`src/rtl/conv_layer_sched.sv`:
```
// conv_layer_sched: per-layer descriptor table and sequencer that drives the 3x3 PE-array controller.
// Define LAYER_SCHED_PERF_EN to add the run_cycles busy-cycle counter output.
//
// state | meaning
// IDLE  | table writable, waiting for run
// LOAD  | descriptor -> config outputs, legality check
// START | start_conv pulse
// WAIT  | waiting for conv_done
// GAP   | drain down-counter, then advance or finish
// DONE  | all_done pulse
// ERR   | illegal descriptor seen, err set
module conv_layer_sched #(
  parameter int LAYER_NUM   = 8,
  parameter int LAYER_WIDTH = 3,
  parameter int CHN_WIDTH   = 4,
  parameter int FMS_WIDTH   = 8,
  parameter int GAP_CYCLES  = 4,
  parameter int DESC_W      = 2*CHN_WIDTH + FMS_WIDTH + 2
) (
  input  logic                   clk,
  input  logic                   rstn,
  input  logic                   cfg_we,
  input  logic [LAYER_WIDTH-1:0] cfg_addr,
  input  logic [DESC_W-1:0]      cfg_wdata,
  input  logic [LAYER_WIDTH:0]   layer_cnt,
  input  logic                   run,
  input  logic                   abort,
  input  logic                   conv_done,
  output logic [CHN_WIDTH-1:0]   chi,
  output logic [CHN_WIDTH-1:0]   cho,
  output logic                   stride,
  output logic [FMS_WIDTH-1:0]   ifm_size,
  output logic                   group,
  output logic                   start_conv,
  output logic                   busy,
  output logic [LAYER_WIDTH-1:0] layer_idx,
  output logic                   layer_done,
  output logic                   all_done,
  output logic                   err
`ifdef LAYER_SCHED_PERF_EN
  ,
  output logic [31:0]            run_cycles
`endif
);

  localparam logic [2:0] S_IDLE  = 3'd0;
  localparam logic [2:0] S_LOAD  = 3'd1;
  localparam logic [2:0] S_START = 3'd2;
  localparam logic [2:0] S_WAIT  = 3'd3;
  localparam logic [2:0] S_GAP   = 3'd4;
  localparam logic [2:0] S_DONE  = 3'd5;
  localparam logic [2:0] S_ERR   = 3'd6;

  localparam int GW = (GAP_CYCLES < 2) ? 1 : $clog2(GAP_CYCLES + 1);
  localparam logic [GW-1:0] GAP_INIT = GW'(GAP_CYCLES);
  localparam logic [LAYER_WIDTH:0] NUM_L = (LAYER_WIDTH+1)'(LAYER_NUM);
  localparam int CHO_LSB = CHN_WIDTH;
  localparam int IFM_LSB = 2*CHN_WIDTH;
  localparam int STR_BIT = IFM_LSB + FMS_WIDTH;
  localparam int GRP_BIT = STR_BIT + 1;

  logic [DESC_W-1:0]      mem_q [LAYER_NUM];
  logic [2:0]             state_q, state_d;
  logic [LAYER_WIDTH-1:0] layer_idx_q, layer_idx_d;
  logic [LAYER_WIDTH:0]   layer_cnt_q, layer_cnt_d;
  logic [GW-1:0]          gap_cnt_q, gap_cnt_d;
  logic [DESC_W-1:0]      cfg_q, cfg_d;
  logic                   err_q, err_d;
  logic                   layer_done_q, layer_done_d;
  logic                   start_conv_q, start_conv_d;
  logic                   all_done_q, all_done_d;
  logic                   busy_q, busy_d;
  logic [DESC_W-1:0]      desc_rd;
  logic                   desc_bad;
  logic                   last_layer;

  assign desc_rd  = mem_q[layer_idx_q];
  assign desc_bad = (desc_rd[IFM_LSB +: FMS_WIDTH] < FMS_WIDTH'(3)) ||
                    (desc_rd[0 +: CHN_WIDTH] == '0) ||
                    (desc_rd[CHO_LSB +: CHN_WIDTH] == '0);
  assign last_layer = ({1'b0, layer_idx_q} + (LAYER_WIDTH+1)'(1)) == layer_cnt_q;

  // Table is only writable while idle so a running layer never sees its descriptor change.
  always_ff @(posedge clk) begin
    if (cfg_we && state_q == S_IDLE && {1'b0, cfg_addr} < NUM_L)
      mem_q[cfg_addr] <= cfg_wdata;
  end

  always_comb begin
    state_d      = state_q;
    layer_idx_d  = layer_idx_q;
    layer_cnt_d  = layer_cnt_q;
    gap_cnt_d    = gap_cnt_q;
    cfg_d        = cfg_q;
    err_d        = err_q;
    layer_done_d = 1'b0;
    if (abort) begin
      state_d = S_IDLE;
    end else begin
      case (state_q)
        S_IDLE: begin
          if (run) begin
            if (layer_cnt == '0) begin
              state_d = S_DONE;
            end else begin
              layer_cnt_d = (layer_cnt > NUM_L) ? NUM_L : layer_cnt;
              layer_idx_d = '0;
              err_d       = 1'b0;
              state_d     = S_LOAD;
            end
          end
        end
        S_LOAD: begin
          cfg_d = desc_rd;
          if (desc_bad) begin
            err_d   = 1'b1;
            state_d = S_ERR;
          end else begin
            state_d = S_START;
          end
        end
        S_START: state_d = S_WAIT;
        S_WAIT: begin
          if (conv_done) begin
            layer_done_d = 1'b1;
            gap_cnt_d    = GAP_INIT;
            state_d      = S_GAP;
          end
        end
        // Terminal count doubles as the advance-decision cycle, so a zero gap still takes one cycle.
        S_GAP: begin
          if (gap_cnt_q == '0) begin
            if (last_layer) begin
              state_d = S_DONE;
            end else begin
              layer_idx_d = layer_idx_q + LAYER_WIDTH'(1);
              state_d     = S_LOAD;
            end
          end else begin
            gap_cnt_d = gap_cnt_q - GW'(1);
          end
        end
        S_DONE:  state_d = S_IDLE;
        S_ERR:   state_d = S_IDLE;
        default: state_d = S_IDLE;
      endcase
    end
    start_conv_d = (state_d == S_START);
    all_done_d   = (state_d == S_DONE);
    busy_d       = (state_d != S_IDLE);
  end

  always_ff @(posedge clk) begin
    if (!rstn) begin
      state_q      <= S_IDLE;
      layer_idx_q  <= '0;
      layer_cnt_q  <= '0;
      gap_cnt_q    <= '0;
      cfg_q        <= '0;
      err_q        <= 1'b0;
      layer_done_q <= 1'b0;
      start_conv_q <= 1'b0;
      all_done_q   <= 1'b0;
      busy_q       <= 1'b0;
    end else begin
      state_q      <= state_d;
      layer_idx_q  <= layer_idx_d;
      layer_cnt_q  <= layer_cnt_d;
      gap_cnt_q    <= gap_cnt_d;
      cfg_q        <= cfg_d;
      err_q        <= err_d;
      layer_done_q <= layer_done_d;
      start_conv_q <= start_conv_d;
      all_done_q   <= all_done_d;
      busy_q       <= busy_d;
    end
  end

`ifdef LAYER_SCHED_PERF_EN
  logic [31:0] run_cycles_q, run_cycles_d;

  always_comb begin
    run_cycles_d = run_cycles_q;
    if (state_q == S_IDLE && run && !abort)
      run_cycles_d = '0;
    else if (busy_q && run_cycles_q != 32'hFFFF_FFFF)
      run_cycles_d = run_cycles_q + 32'd1;
  end

  always_ff @(posedge clk) begin
    if (!rstn) run_cycles_q <= '0;
    else       run_cycles_q <= run_cycles_d;
  end

  assign run_cycles = run_cycles_q;
`endif

  assign chi        = cfg_q[0 +: CHN_WIDTH];
  assign cho        = cfg_q[CHO_LSB +: CHN_WIDTH];
  assign ifm_size   = cfg_q[IFM_LSB +: FMS_WIDTH];
  assign stride     = cfg_q[STR_BIT];
  assign group      = cfg_q[GRP_BIT];
  assign start_conv = start_conv_q;
  assign busy       = busy_q;
  assign layer_idx  = layer_idx_q;
  assign layer_done = layer_done_q;
  assign all_done   = all_done_q;
  assign err        = err_q;

endmodule

```
`config.mk`:
```
export PLATFORM = sky130hd
export DESIGN_NAME = conv_layer_sched
export DESIGN_NICKNAME = d
export VERILOG_FILES = /design/src/rtl/conv_layer_sched.sv
export SDC_FILE = /design/constraint.sdc
export NUM_CORES = 1
export LEC_CHECK = 0
export ABC_AREA = 1
export CAP_MARGIN = 20
export CORE_MARGIN = 1.5
export CORE_UTILIZATION = 45
export DETAILED_ROUTE_END_ITERATION = 6
export PLACE_DENSITY_LB_ADDON = 0.1
export RECOVER_POWER = 50
export SYNTH_ARGS = -nofsm -noshare
export SYNTH_HDL_FRONTEND = slang
export SYNTH_SLANG_ARGS = --single-unit
```
`constraint.sdc`:
```
create_clock -name clk -period 7.6 [get_ports clk]
set_input_delay 1.52 -clock clk [delete_from_list [all_inputs] [get_ports clk]]
set_output_delay 1.52 -clock clk [all_outputs]
set_load 0.005 [all_outputs]
```
== Word-level counts from Yosys, hierarchy flattened ==
Memories as Yosys holds them, arrays and structs flattened. A register that Yosys moved wholly into a read port is not among the register bits.
Index checks and enable logic that the tools add are counted.
Cells by class
  $add $sub $neg: 3
  multipliers: 0
  div/mod/pow operators: 0
  order comparisons: 2
  equal/unequal tests: 14
  shift operators: 0
  muxes and demuxes: 26
  bitwise gates (word level): 4
  reductions and logical operators: 18
Operators with widths (number)
  $mux 3: 15
  $pmux 3 s5: 1
  $ne 2x2->1 const B: 7
  $logic_not 4->1: 3
  $pmux 3 s2: 2
  $eq 3x2->1 const B: 3
  $lt 8x2->1 const B: 1
  $reduce_and 4->1: 2
  $eq 3x3->1 const B: 2
  $logic_not 3->1: 2
  $mux 1: 6
  $reduce_and 6->1: 1
  $reduce_bool 2->1: 3
  $reduce_and 5->1: 1
  $add 3x1->4 const B: 1
  $eq 4x4->1: 1
  $gt 4x4->1 const B: 1
  $mux 4: 1
  $not 1->1: 4
  $add 3x1->3 const B: 1
  $eq 3x1->1 const B: 1
  $reduce_bool 3->1: 1
  $reduce_or 3->1: 1
  $sub 3x1->3 const B: 1
  4 further kinds: 5
Word-level totals
  flip-flop bits (word level): 36
  latch bits: 0
  RAM bits: 144
  bits in read-only memories: 0
  input bits: 31
  output and inout bits: 26
  word-level logic and storage cells: 78
  memories: 1
Memories
  mem_q: words 8, bits a word 18, rd ports 1, clocked after memory_dff 1, write ports 1, RTL line 62  | logic [DESC_W-1:0] mem_q [LAYER_NUM];

== Depth between registers and ports, before layout ==
Gate-level depths: netlist of the first run.
  depth after elaboration: 7
  mapped depth: 16

== Worst setup path after synthesis of the first run ==
Ideal clock, no wire load.
  kind: input-to-reg
  from: input cfg_we
  to: memory mem_q[0][0] in the netlist's numbering, enable pin
  setup time: 416 ps
  arrival time: 3036 ps
  required time: 7184 ps
  slack: 4148 ps
  stages: 4
  buffers on the path: 0
  cell sequence: inv_1 nor2_1 nand2_1 nor3_1
Between the ends
  cells in the longest elaborated chain, start to end: 3
Ends and longest elaborated chain
  start: declaration: RTL line 22  | input logic cfg_we,
  $logic_and 1x1->1: RTL line 85  | if (cfg_we && state_q == S_IDLE && {1'b0, cfg_addr} < NUM_L)
  $mux 1: RTL line 85
  $mux 1 (not written as such): RTL line 86  | mem_q[cfg_addr] <= cfg_wdata;
  end: declaration: RTL line 62
No other way between the ends.

== Final worst setup path of the first run ==
  from: input cfg_we
  to: memory mem_q[4][14] in the netlist's numbering, enable pin
The elaborated chain is that of the path after synthesis.

==> results of run 1 <==
## layer usage
metal	GRT usage, %	routed length (um)	up-vias
li1	-	-	2579
met1	25.78	7548	2458
met4	6.884	167	0
met2	34.40	8433	104
met3	3.577	768	15
met5	0	0	-
## stage by stage
step | setup WS [ns] | utilization (%)
after floorplan | 4.148 | -
after global placement | 3.848 | 50.30
after detailed placement | 3.791 | 50.30
after CTS | 4.236 | 53.47
after global routing | 3.955 | 53.77
final | 4.141 | 53.77
## final cells by class
type                            instances  area (um2)
Fill cell                            1489        7666
Sequential cell                       183        5106
Multi-Input combinational cell        434        1943
Timing Repair Buffer                   67       670.6
Clock buffer                           29       509.2
Inverter                              105       396.6
Tap cell                              220       275.3
Clock inverter                          3       16.27
## Yosys cell counts, types with 2 or more instances
cell      instances  area share (%)
nand2_1         220              11
edfxtp_1        144              57
inv_1           102             5.0
nand3_1          82             5.4
nor2_1           45             2.2
dfxtp_1          39              10
a21oi_1          28             1.8
o21ai_0          28             1.8
buf_2            16             1.0
buf_6             7             1.0
clkbuf_1          6            0.30
nor3_1            5            0.33
xor2_1            4            0.46
ha_1              3            0.49
o221ai_1          3            0.34
a211oi_1          2            0.20
nand4_1           2            0.16
o211ai_1          2            0.20
or2_2             2            0.16
xnor2_1           2            0.23
## sequential cells by signal, summed over array words and instances (netlist names), named ones only
| name | cells |
|---|---|
| mem_q | 144 |
| cfg_q | 18 |
| layer_cnt_q | 4 |
| state_q | 3 |
| gap_cnt_q | 3 |
| start_conv | 1 |
| busy | 1 |
| all_done | 1 |
| err | 1 |
| layer_idx | 3 |
| layer_done | 1 |
## power by group through the flow
stage	clock network, mW	registers (mW)	logic, mW
after CTS	0.809	1.11	0.144
final	0.797	1.11	0.141
after floorplan	0	1.13	0.0851
after detailed placement	0	1.13	0.143
after global routing	0.842	1.11	0.159
after global placement	0	1.13	0.141
## tightest hold or removal path, delay by kind of cell, from the launching register on
kind / cells / cell delay (ns)
flops: 1 / 0.31
buf+inv: 1 / 0.05
compound gates: 1 / 0.05
## cells by family after synthesis
group / Yosys count / share of synthesized area [%]
DFF: 183 / 66.89
AOI/OAI and AO/OA: 68 / 4.869
xor gates and xnor gates: 6 / 0.6885
and+or+nand+nor: 357 / 19.15
buffers and inverters: 137 / 7.918
adders and majority gates: 3 / 0.4919
## final timing paths
check,slack (ns),cells after the start,to
worst max-delay path,4.14,6,mem_q[4][14]
worst min-delay path,0.46,2,err
worst max register to register,4.74,15,busy
worst min register to register,0.46,2,err
==> summary.txt, run 1 <==
Min path
  – Hold_sp: err
  – Min-Delay Path Class: flop to flop

CTS
  – CTS Buf Count: 17
  – # resized after CTS: 0
  – CTS tree: built
  – Register clock-pin slew on the reported worst setup and hold paths: around 0.060 ns
  – # hold bufs at CTS: 0
  – Clk buf depth: 2
  – H-tree levels: 4
  – Clock Tree Root: clkbuf_16
  – Post-CTS Setup Inserts: 0
  – Latest clock arrival within the worst-skew pair: approximately 0.44 ns
  – Num Clock Sinks: around 180

Cells and area
  – Number of inserted diodes: 0
  – Layout Cells excl Fill: approximately 1.0k
  – Finished Cell Area: between 8000 and 9000 um2
  – Most frequent cells in the layout: nand2_1, edfxtp_1, inv_1
  – P&R area growth vs syn: 16.84%
  – Commonest non-fill, non-tap cell in the layout: nand2_1
  – Nets: 842
  – Share of cells above drive strength 1: approximately 6.0%

Floorplan
  – Initial Util: around 46%
  – IO Count: 57
  – Die Width: approximately 130 um
  – Core area: around 17000 um2
  – Die span in y: ~130 um
  – Die Area: 17750 um2
  – Rows: 47

Critical path
  – Worst setup startpoint: cfg_we
  – Top delay family on crit path: buffers and inverters
  – Buf/Inv on CP: 3
  – CP arrival: approximately 3.5 ns
  – CP endpoint kind: flop
  – Startpoint Class: input pin
  – WP data required: ~7.6 ns
  – Slowest CP cell: clkbuf_1
  – Worst Path Max Fanout: 18
  – CP max stage delay: 0.99 ns
  – Crit path kind: input pin to flop
  – Crit-path cells: dlygate4sd3_1 -> inv_1 -> nor2_1 -> nand2_1 -> nor2_2 -> clkbuf_1

Synth
  – Synth Net Count: between 700 and 800
  – Post-synth EDFFs: between 100 and 150
  – Sequential fraction of the synthesis area: around 67%
  – Synth Cell Area: 7632 um2
  – Distinct cells, synth: 32
  – Seq cells post-synth: approximately 180
  – Synth Warn #: 0
  – Top FF cell, synth: edfxtp_1
  – Post-Syn Area per Cell: 10.12 um2
  – FFs w/ async S/R, synth: 0%
  – Mapped Cells: 754

Timing
  – Setup TNS: 0 ns
  – Fin crit share: 45.51%
  – Clock Skew: roughly 0.015 ns
  – Fin. Hold Viols: 0
  – Worst relative slew slack: roughly a tenth
  – RSZ-0062 raised after global routing: no
  – Fin Hold WS: 0.4565 ns
  – Period minus WS final: 3.459 ns
  – Count of pins over their slew limit: 0
  – Worst-Margin Slew: 1.356 ns
  – Final setup fails: 0
  – Max Freq: just under 0.3 GHz

Place
  – Post-Place Cells: 1005
  – RePlAce Congestion: slightly above 0.8
  – Port Buffers: 56
  – Hpwl dp: 10.39 mm
  – Post-DP Area: around 8300 um2

Global route
  – First-pass GRT wire length: about 27 mm
  – Total track usage: between 20% and 30%
  – GR Overflow Total: 0
  – Initial antenna violation count: 0
  – Vias in the first global route: about 5.1k
  – Largest net degree at the start of global routing: 78

Pwr
  – VDD IR max: about 0.18 mV
  – Power Dens Cells: 229.7 nW/um2
  – Internal power: ~1.6 mW
  – Combinational Power Share: a little under 7%
  – Part of the power in the clock network: 38.9%
  – Seq pwr share: a little over half
  – Switching Share: between 20% and 30%
  – Leakage: ~3.6 nW
  – Switching pwr: ~0.44 mW
  – Pwr Total: around 2.0 mW

Routing
  – Via density per instance: roughly 5.0
  – 1st-pass router iterations: 4
  – Iteration-0 DRC Markers: 379
  – Remaining DRCs: 0
  – Antenna-violating nets left: 0
  – Routed len/inst: approximately 16 um
  – Routed vias: 5156
  – Post-Route WL: 16.92 mm

Run
  – Max Cap Violations: 0

Status
  – Result of the run: finished clean
No activity file was read; power rests on OpenSTA's default activity.
==> run 2: changes to the inputs <==
Clock period 7.6 ns to 3.3 ns, I/O delays scaled along.
==> run 2 against run 1 <==
Global-route usage increased by 0.25 points; register-to-register slack got worse by 4.0 ns; die area unchanged; wire length increased by 2.1%; sequential power increased by 130%; clock power increased by 150%; critical path type unchanged; highest routed layer unchanged.
==> summary.txt, run 2 (synthesis gave the netlist of run 1 again) <==
Cells and area
  – Commonest non-fill, non-tap cell in the layout: nand2_1
  – Share of cells above drive strength 1: 6.545% (+0.58 points)
  – Nets: 846 (+0.48%)
  – Number of inserted diodes: 0 (unchanged)
  – Multi-input gate area: 1951 um2 (+0.39%)
  – P&R area growth vs syn: 17.54%
  – Largest regs: mem_q x144, cfg_q x18, layer_cnt_q x4
  – Max reg flops: 144 (unchanged)
  – Finished Cell Area: 8971 um2 (+0.60%)
  – Reg with most FFs: mem_q
  – Flip-flop and latch area: 5106 um2 (unchanged)
  – Most frequent cells in the layout: nand2_1, edfxtp_1, inv_1
  – Filler cell count: 1456 (-2.2%)

CTS
  – Clk buf depth: 2 (unchanged)
  – H-tree levels: 4 (unchanged)
  – CTS tree: built
  – Clock Tree Root: clkbuf_16
  – # resized after CTS: 0 (unchanged)
  – CTS Buf Count: 17 (unchanged)
  – Latest clock arrival within the worst-skew pair: 0.42 ns (-0.02 ns)
  – Register clock-pin slew on the reported worst setup and hold paths: 0.06 ns (about the same)
  – Num Clock Sinks: 183 (unchanged)
  – Post-CTS Setup Inserts: 0 (unchanged)
  – # hold bufs at CTS: 0 (unchanged)

Global route
  – Initial antenna violation count: 0 (unchanged)
  – Largest net degree at the start of global routing: 77 (-1.3%)
  – Vias in the first global route: 5009 (-1.4%)
  – GR Overflow Total: 0 (unchanged)
  – First-pass GRT wire length: 27.09 mm (+1.1%)
  – Total track usage: 20.30% (+0.25 points)

Floorplan
  – Die span in y: 133.2 um (unchanged)
  – Die Area: 17750 um2 (unchanged)
  – Core area: 16580 um2 (unchanged)
  – IO Count: 57 (unchanged)
  – Die Width: 133.2 um (unchanged)
  – Initial Util: 46.02% (unchanged)
  – Rows: 47 (unchanged)

Timing
  – Worst relative slew slack: 2.313% (-7.3 points)
  – Setup TNS: 0 ns (unchanged)
  – Worst-Margin Slew: 1.465 ns (+0.1090 ns)
  – Fin crit share: between 70% and 80%
  – Clock Skew: 0.006320 ns (-0.009072 ns)
  – Fin. Hold Viols: 0 (unchanged)
  – Count of pins over their slew limit: 0 (unchanged)
  – Final setup fails: 0 (unchanged)
  – RSZ-0062 raised after global routing: no
  – Period minus WS final: around 2.6 ns
  – Max Freq: roughly 0.38 GHz

Critical path
  – Reg2reg path depth: 6 (-9)
  – RR Endpoint: mem_q[5][11]
  – RR Startpoint: state_q[1]
  – R2r setup slk: 0.74 ns (-4.00 ns)
  – CP endpoint kind: flop
  – Buf/Inv on CP: 3 (unchanged)
  – Crit-path cells: dlygate4sd3_1 -> clkbuf_1 -> inv_1 -> nor2_1 -> nand2_1 -> a21oi_1
  – Top delay family on crit path: buffers and inverters
  – Slowest CP cell: clkbuf_1
  – CP max stage delay: 0.81 ns (-0.18 ns)
  – Crit path kind: input pin to flop
  – Startpoint Class: input pin
  – CP arrival: 2.98 ns (-0.51 ns)
  – Worst Path Max Fanout: 22 (+4)
  – WP data required: 3.65 ns (-3.98 ns)

Routing
  – Antenna-violating nets left: 0 (unchanged)
  – 1st-pass router iterations: 5 (+1)
  – Iteration-0 DRC Markers: 377 (-0.53%)
  – Post-Route WL: 17.27 mm (+2.1%)
  – Via density per instance: 5.033 (+1.6%)
  – Routed len/inst: 16.53 um (+1.7%)
  – Routed vias: 5260 (+2.0%)
  – Remaining DRCs: 0 (unchanged)

Pwr
  – Leakage: 3.670 nW (+0.72%)
  – Power Dens Cells: 541.6 nW/um2 (+140%)
  – VDD IR max: 0.3622 mV (+97%)
  – Pwr Total: 4.859 mW (+140%)

Min path
  – Hold path depth: 2 (unchanged)
  – Hold endpoint: cfg_q[16]
  – Hold_sp: cfg_q[16]
  – Min-Delay Path Class: flop to flop

Place
  – Post-DP Area: 8402 um2 (+0.72%)
  – RePlAce Congestion: 0.7759 (-5.8%)
  – Port Buffers: 56 (unchanged)
  – Hpwl dp: 10.13 mm (-2.5%)

Status
  – Result of the run: finished clean

Run
  – Max Cap Violations: 0 (unchanged)
[run 2: cell type report]
| cell class | count | share of cell area [%] |
|---|---|---|
| clock buffers | 24 | 5.732 |
| clock inverters | 8 | 0.7392 |
| inverters | 105 | 4.421 |
| multi-input cells | 434 | 21.74 |
| flip-flops and latches | 183 | 56.92 |
| well taps | 220 | 3.068 |
| repair buffers | 71 | 7.378 |
[run 2: per-stage QoR]
step	hold slack [ns]	std cells	worst slack, ns	utilization (%)
2_1_floorplan	0.4430	754	0.7081	-
3_3_place_gp	0.4457	1013	0.9427	50.66
3_5_place_dp	0.4628	1013	0.9256	50.66
4_1_cts	0.4723	1045	0.9983	54.16
5_1_grt	0.4885	1045	0.5187	54.10
6_report	0.4720	1045	0.6743	54.10
[run 2: tightest hold or removal path, delay by kind of cell (launching register included)]
kind / cells / cell delay [ns]
and+or+nand+nor: 1 / 0.06
DFF: 1 / 0.31
AOI/OAI and AO/OA: 1 / 0.06
[run 2: metal layers]
metal	up-vias	routed length (um)	share of wire, %	global-route usage (%)
met5	-	0	0	0
met4	0	363	2.1	7.186
met3	22	666	3.9	3.729
met2	120	8206	48	33.65
met1	2532	8038	47	27.00
li1	2586	-	-	-
[run 2: worst max-delay path by stage]
| stage | endpoint | start | slack (ns) | depth (start not counted) |
|---|---|---|---|---|
| 2_1_floorplan | mem_q[0][0] | cfg_we | 0.71 | 4 |
| 3_3_place_gp | mem_q[2][10] | cfg_addr[1] | 0.94 | 5 |
| 3_5_place_dp | mem_q[3][11] | cfg_addr[1] | 0.93 | 5 |
| 4_1_cts | err | flop | 1.0 | 11 |
| 5_1_grt | mem_q[4][14] | state_q[1] | 0.52 | 6 |
| 6_report | start_conv | rstn | 0.67 | 6 |
[run 2: power by group]
part           internal, mW  switching [mW]
clock                  1.16           0.815
sequential             2.54          0.0192
combinational         0.112           0.212
==> run 3: changes to the inputs <==
Clock period 3.3 ns to 2.3 ns, I/O delays scaled along.
==> run 3 against run 2 <==
Sequential cell count is the same; first-iteration DRC count down 20%; largest power group unchanged; non-clock buffer count increased by 9; sequential power increased by 43%; core utilization increased by 0.87 points; via count rose by 0.13%; clock power grew 36%.
==> summary.txt, run 3 (synthesis gave the netlist of run 1 again) <==
Timing
  – Worst-Margin Slew: 0.7125 ns (-0.7528 ns)
  – Max Freq: approximately 0.49 GHz
  – Final setup fails: 0 (unchanged)
  – Fin. Hold Viols: 0 (unchanged)
  – Count of pins over their slew limit: 0 (unchanged)
  – Clock Skew: 0.007809 ns (+0.001489 ns)
  – RSZ-0062 raised after global routing: no
  – Worst relative slew slack: 52.50% (+50 points)
  – Period minus WS final: around 2.0 ns
  – Setup TNS: 0 ns (unchanged)
  – Fin crit share: roughly nine tenths

CTS
  – Register clock-pin slew on the reported worst setup and hold paths: 0.07 ns (about the same)
  – Latest clock arrival within the worst-skew pair: 0.43 ns (about the same)
  – H-tree levels: 4 (unchanged)
  – Post-CTS Setup Inserts: 0 (unchanged)
  – Clock Tree Root: clkbuf_16
  – Num Clock Sinks: 183 (unchanged)
  – CTS Buf Count: 17 (unchanged)
  – Clk buf depth: 2 (unchanged)
  – CTS tree: built

Routing
  – Iteration-0 DRC Markers: 300 (-20%)
  – Routed vias: 5267 (+0.13%)
  – Antenna-violating nets left: 0 (unchanged)
  – Routed len/inst: 16.82 um (+1.8%)
  – Post-Route WL: 17.73 mm (+2.6%)
  – Remaining DRCs: 0 (unchanged)
  – 1st-pass router iterations: 7 (+2)
  – Via density per instance: 4.997 (-0.72%)

Cells and area
  – Commonest non-fill, non-tap cell in the layout: nand2_1
  – Largest regs: mem_q x144, cfg_q x18, layer_cnt_q x4
  – Nets: 855 (+1.1%)
  – P&R area growth vs syn: 19.43%
  – Max reg flops: 144 (unchanged)
  – Share of cells above drive strength 1: 8.273% (+1.7 points)
  – Number of inserted diodes: 0 (unchanged)
  – Most frequent cells in the layout: nand2_1, edfxtp_1, inv_1
  – Reg with most FFs: mem_q

Critical path
  – Top delay family on crit path: simple AND/OR/NAND/NOR gates
  – CP max stage delay: 0.36 ns (-0.45 ns)
  – WP data required: 2.68 ns (-0.97 ns)
  – Worst Path Max Fanout: 21 (-4.5%)
  – CP arrival: 2.41 ns (-0.57 ns)
  – CP endpoint kind: flop
  – Crit path kind: flop to flop
  – Buf/Inv on CP: 2 (-1)
  – Startpoint Class: flop
  – Cell mode on critical path: nand2_1
  – Slowest CP cell: dfxtp_2
  – Crit-path cells: inv_4 -> buf_4 -> nand2_1 -> nand3_1 -> nand3_1 -> nand2_1 -> nand2_1 -> nor2_1 -> nand2_1 -> nand2_1 -> nand2_1 -> nand2_2 -> nand3_1 -> nand2_1

Pwr
  – Combinational Power Share: 7.2% (+0.5 points)
  – Seq pwr share: 53.4% (+0.7 points)
  – Power Dens Cells: 753.6 nW/um2 (+39%)
  – Switching Share: 23.64% (+2.1 points)
  – VDD IR max: 0.5280 mV (+46%)
  – Part of the power in the clock network: 39.4% (-1.3 points)
  – Leakage: 3.739 nW (+1.9%)
  – Pwr Total: 6.869 mW (+41%)
  – Internal power: 5.245 mW (+38%)
  – Switching pwr: 1.624 mW (+55%)

Place
  – Hpwl dp: 10.95 mm (+8.1%)
  – RePlAce Congestion: 0.8002 (+3.1%)
  – Port Buffers: 56 (unchanged)

Floorplan
  – Rows: 47 (unchanged)
  – Initial Util: 46.02% (unchanged)
  – Die Width: 133.2 um (unchanged)
  – Die Area: 17750 um2 (unchanged)
  – IO Count: 57 (unchanged)
  – Die span in y: 133.2 um (unchanged)
  – Core area: 16580 um2 (unchanged)

Global route
  – First-pass GRT wire length: 28.14 mm (+3.9%)
  – Vias in the first global route: 5134 (+2.5%)
  – GR Overflow Total: 0 (unchanged)
  – Initial antenna violation count: 0 (unchanged)
  – Total track usage: 21.10% (+0.80 points)
  – Largest net degree at the start of global routing: 39 (-49%)

Min path
  – Min-Delay Path Class: flop to flop

Run
  – Max Cap Violations: 0 (unchanged)

Status
  – Result of the run: finished clean
[run 3: changes by cell type in the layout (fill, tap and decap cells not counted), sizes merged]
cell / change
buf: +11
clkinv: -3
clkdlybuf4s50: -5
clkbuf: -7
clkinvlp: +2
dlygate4sd3: +5
bufinv: -1
inv: +7
[run 3: final cells by class]
class	count	area [um2]
fill	1476	7468
sequential	183	5106
multi-input combinational	434	1951
timing repair buffer	80	842.1
clock buffer	19	432.9
inverter	105	396.6
tap	220	275.3
clock inverter	13	111.4
[run 3: metal layers]
layer,global-route usage (%),wire [um],up-vias
met5,0,0,-
met4,5.737,258,0
met3,4.452,792,17
met2,35.88,8777,117
met1,27.61,7901,2527
li1,-,-,2606
[run 3: worst paths after layout]
| kind | startpoint | to | slack, ns | cells after the start |
|---|---|---|---|---|
| max | flop | busy | 0.26 | 14 |
| min | err | err | 0.45 | 2 |
| max reg2reg | flop | busy | 0.26 | 14 |
| min reg2reg | err | err | 0.45 | 2 |
[run 3: power groups by stage]
stage | registers [mW] | logic (mW) | clock network [mW]
floorplan | 3.74 | 0.282 | 0
global placement | 3.74 | 0.501 | 0
detailed placement | 3.74 | 0.506 | 0
CTS | 3.67 | 0.510 | 2.76
global route | 3.68 | 0.558 | 2.89
finish | 3.67 | 0.496 | 2.70
[run 3: tightest hold or removal path, delay by kind of cell, from the launching register on]
family	cells	cell delay [ns]
AOI/OAI and AO/OA	1	0.05
buffers and inverters	1	0.05
DFF	1	0.31
[run 3: through the flow]
stage	hold slack (ns)	instances	cell area [um2]	setup WS (ns)	util (%)
final	0.4546	1054	9115	0.2637	54.96
after CTS	0.4528	1054	9114	0.1321	54.96
after detailed placement	0.4428	1022	8569	0.1460	51.68
after floorplan	0.4430	754	7642	0.3415	-
after global routing	0.4842	1054	9115	0.07386	54.96
after global placement	0.4383	1022	8569	0.1946	51.68
[run 3: timing repair]
item | 4_1_cts | 5_1_grt
hold buffers | 0 | 0
resized for setup | 0 | 1
setup endpoints to repair | 0 | 3
